<file path="src/rtl/set_bit_scheduler_pkg.sv">
// Shared types and helpers for the set-bit scheduler.
// Optional out_last port is enabled by defining SET_BIT_SCHED_LAST_EN.
package set_bit_scheduler_pkg;

   localparam int INPUT_WIDTH_MAX = 64;

   typedef enum logic {IDLE, SCAN} state_t;

   function automatic int calc_idx_w(input int width);
      return $clog2(width);
   endfunction

endpackage

</file>
<file path="src/rtl/msb_index_comb.sv">
// Combinational MSB search: index of the highest set bit, any-set flag,
// and a detect for "at most one bit set" (bitmap & (bitmap-1) == 0).
module msb_index_comb #(
   parameter int WIDTH = 8,
   parameter int IDX_W = 3
) (
   input  logic [WIDTH-1:0] bitmap,
   output logic [IDX_W-1:0] index,
   output logic             any_set,
   output logic             at_most_one
);

   // NOTE: index gets a default before the loop so no path leaves it unassigned (no latch).
   always_comb begin
      index = '0;
      for (int i = 0; i < WIDTH; i++) begin
         if (bitmap[i]) index = IDX_W'(i);
      end
   end

   assign any_set     = |bitmap;
   assign at_most_one = ((bitmap & (bitmap - WIDTH'(1))) == '0);

endmodule

</file>
<file path="src/rtl/set_bit_scheduler.sv">
// Accepts a bitmap and streams out the index of each set bit, highest first.
// Define SET_BIT_SCHED_LAST_EN to add out_last, flagging the final index of a word.
module set_bit_scheduler
   import set_bit_scheduler_pkg::*;
#(
   parameter  int INPUT_WIDTH = 8,
   localparam int IDX_W       = calc_idx_w(INPUT_WIDTH)
) (
   input  logic                   clk,
   input  logic                   rst,
   input  logic                   in_valid,
   output logic                   in_ready,
   input  logic [INPUT_WIDTH-1:0] in_data,
   output logic                   out_valid,
   input  logic                   out_ready,
   output logic [IDX_W-1:0]       out_index,
   output logic                   done,
   output logic                   busy
`ifdef SET_BIT_SCHED_LAST_EN
   ,
   output logic                   out_last
`endif
);

   state_t                 state;
   logic [INPUT_WIDTH-1:0] pending;
   logic [IDX_W-1:0]       msb_idx;
   logic                   any_set;
   logic                   last_bit;

   msb_index_comb #(
      .WIDTH (INPUT_WIDTH),
      .IDX_W (IDX_W)
   ) u_msb (
      .bitmap      (pending),
      .index       (msb_idx),
      .any_set     (any_set),
      .at_most_one (last_bit)
   );

   assign in_ready  = (state == IDLE) && !rst;
   assign busy      = (state == SCAN);
   assign out_valid = (state == SCAN) && any_set;
   assign out_index = out_valid ? msb_idx : '0;

`ifdef SET_BIT_SCHED_LAST_EN
   assign out_last  = out_valid && last_bit;
`endif

   // NOTE: sequential state uses non-blocking assignments so every register samples pre-edge values.
   always_ff @(posedge clk) begin
      if (rst) begin
         state   <= IDLE;
         pending <= '0;
         done    <= 1'b0;
      end else begin
         done <= 1'b0;
         case (state)
            IDLE: begin
               if (in_valid) begin
                  pending <= in_data;
                  if (in_data != '0) state <= SCAN;
                  else               done  <= 1'b1;
               end
            end
            SCAN: begin
               if (out_ready && any_set) begin
                  pending <= pending & ~(INPUT_WIDTH'(1) << msb_idx);
                  // Emitting the only remaining bit drains the word.
                  if (last_bit) begin
                     state <= IDLE;
                     done  <= 1'b1;
                  end
               end
            end
            default: state <= IDLE;
         endcase
      end
   end

endmodule

</file>
<file path="config.mk">
export PLATFORM = sky130hd
export DESIGN_NAME = set_bit_scheduler
export DESIGN_NICKNAME = d
export VERILOG_FILES = /design/src/rtl/set_bit_scheduler_pkg.sv /design/src/rtl/msb_index_comb.sv /design/src/rtl/set_bit_scheduler.sv
export SDC_FILE = /design/constraint.sdc
export NUM_CORES = 1
export LEC_CHECK = 0
export ABC_AREA = 1
export BUFFER_PORTS_ARGS = -buffer_cell sky130_fd_sc_hd__buf_2
export CAP_MARGIN = 20
export CORE_UTILIZATION = 44
export CTS_CLUSTER_DIAMETER = 200
export DETAILED_ROUTE_END_ITERATION = 12
export PLACE_DENSITY = 0.72
export SLEW_MARGIN = 20
export SYNTH_ARGS = -nofsm -noshare
export SYNTH_HDL_FRONTEND = slang
export SYNTH_SLANG_ARGS = --single-unit
</file>
<file path="constraint.sdc">
create_clock -name clk -period 1.4 [get_ports clk]
set_clock_uncertainty 0.2 [all_clocks]
set_input_delay 0.35 -clock clk [delete_from_list [all_inputs] [get_ports clk]]
set_output_delay 0.35 -clock clk [all_outputs]
set_load 0.01 [all_outputs]
</file>
==> run metrics, run 1 <==
ys flop type dfxtp_1; H-tree depth 1; Inst Count DP 160; CP Max Fanout 4; adder-cell share of the synthesized area 0%; Root Driver clkbuf_4; CTS tree built; maxcap violations 0; Die ar. between 0.0015 and 0.002 sq mm; class of the worst hold path input port to flop; Synth area leader dfxtp_1; most frequent cells in the layout nand2_1 (22), buf_4 (19), buf_2 (17); dpl hpwl 1570 microns; initial antenna violation count 0; R2R cell count 11; power density over the cells between 900 and 1000 mW/mm^2; worst vdd ir a little under 0.9 mV; post-synthesis compound-gate area fraction between 10% and 20%; Async SR Flop Fraction 0%; Pins Over Slew Limit 0; Worst-Skew Late Latency 0.27 ns; hold_sp in_data[2]; Placement Cell Area ~950 sq um; Synth Register Bits 10; number of buffers added on ports 18; Critical Path Start Type flop; worst relative slew slack 82.0%; initial core utilization 49.8%; routed vias 906; WHS Endpoint pending[2]$_SDFFE_PP0P_; Layout Nets 170; Synth top area share 29.4%; DRT iter0 DRCs 19; Final Hold Viols 0; Min Hold Slack ~0.13 ns; num ports 19; xor/xnor share of the synthesized area 0%; fmax 540 MHz; layout cells sized above 1 between 60% and 70%; largest net degree at the start of global routing 9; top area cells in the synthesized netlist dfxtp_1 (29%), nand2_1 (18%), nor2_1 (9.4%), o21ai_0 (8.8%), a21oi_1 (7.4%); R2R setup slack -0.19 ns; filler cell count 81; non-filler cells, final 172; via/cell ratio 5.27; status finished with violations; Leak between 0.5 and 0.6 nW; Post-DRT Antenna Nets 0; vias in the first global route 782; Num Clock Sinks 10; clock buffer depth 2; sequential cell area fraction in the yosys report about 29%; RSZ-0062 raised after global routing yes; failing checks setup timing; core area 0.00137 sq mm; WS Path Type flop to primary output; total grt overflow 0; clock slew seen by the registers of the worst setup and hold paths 0.07 ns; WL/cell 14.6 microns; EDFF count, synth 0; std cell rows 13; Design Power between 1 and 1.5 mW; CTS buffer count 3; first-pass GRT wire length 3170 microns; Netlist Area Pre-Place 681 sq um; worst r2r dst pending[5]$_SDFFE_PP0P_; Final Cell Area ~0.0012 sq mm; Req. time, crit path between 0.8 and 0.9 ns; All-Layer GR Usage around 29%; fin util 87.5%; fin crit period 1.85 ns; Worst Max-Slew Pin Slew 0.267 ns; Worst EP arrival 1.30 ns; Initial DRT Pass Iterations 4; setup total negative slack -3.15 ns; post-synthesis mux area share 0%; Post-Route WL roughly 2500 microns; reg-to-reg critical path startpoint pending[7]$_SDFFE_PP0P_; Post-Syn Nets 124; final setup vio count 15; # hold bufs at CTS 0; largest family of logic cells by synthesized area simple AND/OR/NAND/NOR gates; Simple-Gate Fraction of Synth Area a little under half; pre-CTS setup slack -0.195 ns; PnR worst setup slack -0.451 ns; Final period util 132%; DRC viols 0; Hold Path Depth 3; Crit. End Element primary output; Area growth syn-to-layout 75.6%; n_diodes 0; Die Width just over 40 microns; post-synthesis average cell area 6.08 sq um; Die H 41.3 microns; routability cong. 0.845; cell count after synthesis 112; most common cell after layout, fill and taps aside nand2_1; yosys warns 0; Netlist cell types 16
[power breakdown]
part / internal (mW) / switching (mW) / total (mW)
Sequential: 0.310 / 0.0304 / 0.340
Combinational: 0.252 / 0.303 / 0.555
Clock: 0.158 / 0.105 / 0.263
[routing by layer]
metal | share of wire, % | vias up | GRT usage (%)
li1 | - | 453 | -
met2 | 54 | 31 | 54.7
met5 | 0 | - | 0
met3 | 3.0 | 11 | 2.66
met4 | 2.9 | 0 | 15.3
met1 | 40 | 411 | 32.8
[cells by family (layout without fill, tap and decap cells)]
kind of cell,Yosys count,count (layout)
compound gates,22,22
buf+inv,12,57
simple gates,68,68
flops,10,10
[Yosys cell counts, types with 2 or more instances]
cell type / number
nand2_1: 32
nor2_1: 17
o21ai_0: 12
a21oi_1: 10
dfxtp_1: 10
inv_1: 8
nand3_1: 5
inv_2: 3
nand2_2: 3
nand2_4: 3
nand4_1: 3
nor2_4: 2
[cell type report]
type / instances / area, sq um / area share [%]
well taps: 15 / 18.8 / 1.57
clock buffers: 4 / 36.3 / 3.04
multi-input cells: 90 / 572 / 47.9
repair buffers: 41 / 284 / 23.8
inverters: 12 / 57.6 / 4.82
flip-flops and latches: 10 / 226 / 19.0
[sequential cells by signal, summed over array words and instances (netlist names)]
register / count
done: 1
pending: 8
busy: 1
[worst max path at each step]
stage,cells after the start,end,start
finish,7,out_index[1],pending[4]$_SDFFE_PP0P_
global placement,7,out_index[1],pending[4]$_SDFFE_PP0P_
global route,8,out_index[0],pending[2]$_SDFFE_PP0P_
CTS,7,out_index[1],pending[1]$_SDFFE_PP0P_
detailed placement,7,out_index[1],pending[4]$_SDFFE_PP0P_
floorplan,6,out_index[0],pending[5]$_SDFFE_PP0P_
[what timing repair did]
item	CTS	global route
endpoints found under the setup margin	16	16
resized for setup	15	33
pin swaps	8	19
buffers inserted	4	4
cloned	0	0
[worst max-delay path, stage by stage, from the launching register on]
cell and delay, ns:
dfxtp_4 0.36, nor2_4 0.11, nand2_2 0.08, nor2_4 0.15, nor2_4 0.05, inv_2 0.09, a21oi_2 0.05, buf_2 0.14
Power figures use the tool's default switching activity.
==> inputs of run 2 (changes only) <==
- CTS_CLUSTER_DIAMETER: 200 -> 80
- RECOVER_POWER: not set -> 100
==> run 2 against run 1 <==
Compared with the run above: the run still ends with setup timing left; sequential cell count is the same; worst setup slack got worse by 0.00051 ns; non-clock buffer count did not move; fmax hardly changed; count of clock-buffer cells in the layout is the same; clock power barely moved; total power barely moved; core utilization decreased by 0.092 points.
==> run metrics, run 2 (synthesis gave the netlist of run 1 again) <==
status finished with violations (unchanged); failing checks setup timing (unchanged); Die Width 41.3 microns (unchanged); via/cell ratio 5.27 (unchanged); R2R cell count 9 (was 11); worst r2r dst done$_SDFF_PP0_ (was pending[5]$_SDFFE_PP0P_); maxcap violations 0 (unchanged); H-tree depth 1 (unchanged); Post-Route WL 2520 microns (was 2510 microns); first-pass GRT wire length 3170 microns (unchanged); Area growth syn-to-layout 75.4% (was 75.6%); class of the worst hold path input port to flop (unchanged); core area 0.00137 sq mm (unchanged); routed vias 906 (unchanged); n_diodes 0 (unchanged); Hold Path Depth 3 (unchanged); Pins Over Slew Limit 0 (unchanged); Placement Cell Area 955 sq um (unchanged); layout cells sized above 1 63.7% (was 64.3%); worst vdd ir 0.867 mV (about the same); max FFs per register 8 (unchanged); All-Layer GR Usage 29.4% (unchanged); vias in the first global route 782 (unchanged); Root Driver clkbuf_4 (unchanged); fin crit period 1.85 ns (about the same); power density over the cells 971 mW/mm^2 (was 970 mW/mm^2); Crit path top cell by count nor2_4 (unchanged); most common cell after layout, fill and taps aside nand2_1 (unchanged); largest net degree at the start of global routing 9 (unchanged); number of buffers added on ports 18 (unchanged); Leak 0.540 nW (was 0.544 nW); Layout Nets 170 (unchanged); DRC viols 0 (unchanged); hold_sp in_data[2] (unchanged); std cell rows 13 (unchanged); R2R setup slack -0.19 ns (about the same); most frequent cells in the layout nand2_1 (22), buf_4 (19), buf_2 (16) (was nand2_1 (22), buf_4 (19), buf_2 (17)); Final Cell Area 0.00119 sq mm (about the same); PnR worst setup slack -0.452 ns (was -0.451 ns); DRT iter0 DRCs 19 (unchanged); worst relative slew slack 81.4% (was 82.0%); Top reg by flops pending (unchanged); Worst Max-Slew Pin Slew 0.277 ns (was 0.267 ns); Worst EP arrival 1.30 ns (about the same); Final Hold Viols 0 (unchanged); reg-to-reg critical path startpoint pending[4]$_SDFFE_PP0P_ (was pending[7]$_SDFFE_PP0P_); Crit. End Element primary output (unchanged); CTS tree built (unchanged); non-filler cells, final 172 (unchanged); fmax 540 MHz (about the same); Worst-Skew Late Latency 0.27 ns (about the same); initial core utilization 49.8% (unchanged); Post-DRT Antenna Nets 0 (unchanged); final setup vio count 15 (unchanged); num ports 19 (unchanged); Final period util 132% (about the same); Initial DRT Pass Iterations 4 (unchanged); dpl hpwl 1570 microns (unchanged); WS Path Type flop to primary output (unchanged); routability cong. 0.845 (unchanged); filler cell count 81 (unchanged); worst-path cell chain nor2_4, nand2_2, nor2_4, nor2_4, inv_2, a21oi_2, buf_2 (unchanged); Inst Count DP 160 (unchanged); Design Power 1.16 mW (about the same); Num Clock Sinks 10 (unchanged); CTS buffer count 3 (unchanged); RSZ-0062 raised after global routing yes (unchanged); WHS Endpoint pending[2]$_SDFFE_PP0P_ (unchanged); Die H 41.3 microns (unchanged); CP max stage delay 0.36 ns (about the same); Req. time, crit path 0.85 ns (about the same); Critical Path Start Type flop (unchanged); initial antenna violation count 0 (unchanged); Die ar. 0.00171 sq mm (unchanged); total grt overflow 0 (unchanged); clock slew seen by the registers of the worst setup and hold paths 0.07 ns (about the same); pre-CTS setup slack -0.195 ns (unchanged); clock buffer depth 2 (unchanged); slowest CP cell dfxtp_4 (unchanged); CP Max Fanout 4 (unchanged); WL/cell 14.7 microns (was 14.6 microns)
run 2: changes by cell type in the layout (fill, tap and decap cells not counted), sizes merged:
cell / previous run / this run
clkbuf: 4 / 5
buf: 41 / 40
run 2: worst max-delay path by stage:
stage | startpoint | end | slack, ns | cells past startpoint
2_1_floorplan | pending[5]$_SDFFE_PP0P_ | out_index[0] | -0.03 | 6
3_3_place_gp | pending[4]$_SDFFE_PP0P_ | out_index[1] | -0.13 | 7
3_5_place_dp | pending[4]$_SDFFE_PP0P_ | out_index[1] | -0.19 | 7
4_1_cts | pending[1]$_SDFFE_PP0P_ | out_index[1] | -0.43 | 7
5_1_grt | pending[2]$_SDFFE_PP0P_ | out_index[0] | -0.50 | 8
6_report | pending[4]$_SDFFE_PP0P_ | out_index[1] | -0.45 | 7
run 2: stage by stage:
step | TNS (ns) | util (%) | hold WS [ns]
final | -3.15 | 87.4 | 0.130
after global routing | -4.15 | 87.4 | 0.152
after CTS | -2.54 | 77.6 | 0.130
after detailed placement | -1.47 | 69.9 | 0.309
after global placement | -0.855 | 69.9 | 0.291
after floorplan | -0.0935 | - | 0.209
run 2: timing repair:
action | in CTS | in global routing
hold buffers | 0 | 0
endpoints found under the setup margin | 16 | 16
pin swaps | 8 | 19
resized for setup | 15 | 33
buffers inserted | 4 | 4
run 2: critical path: cells and delay by family (launching register included):
kind                   cells  cell delay (ns)
AO/OA/AOI/OAI              1             0.05
buffers and inverters      2             0.23
AND/OR/NAND/NOR            4             0.39
flip-flops                 1             0.36
run 2: area by class of cell:
class | instances | area (sq um) | share of cell area (%)
inverters | 12 | 57.6 | 4.82
well taps | 15 | 18.8 | 1.57
clock buffers | 4 | 36.3 | 3.04
flip-flops and latches | 10 | 226 | 19.0
repair buffers | 41 | 283 | 23.7
multi-input cells | 90 | 572 | 47.9
run 2: power breakdown:
part,switching (mW),internal [mW],total [mW],leakage (nW)
logic,0.303,0.252,0.555,0.432
clock network,0.105,0.158,0.263,0.0210
registers,0.0307,0.310,0.341,0.0875
run 2: per-layer routing:
layer  share of wire [%]  track usage, %  vias to the layer above
met2                  53            54.7                       33
met3                 3.0            2.66                       11
met1                  41            32.8                      408
met4                 2.9            15.3                        0
met5                   0               0                        -
li1                    -               -                      454
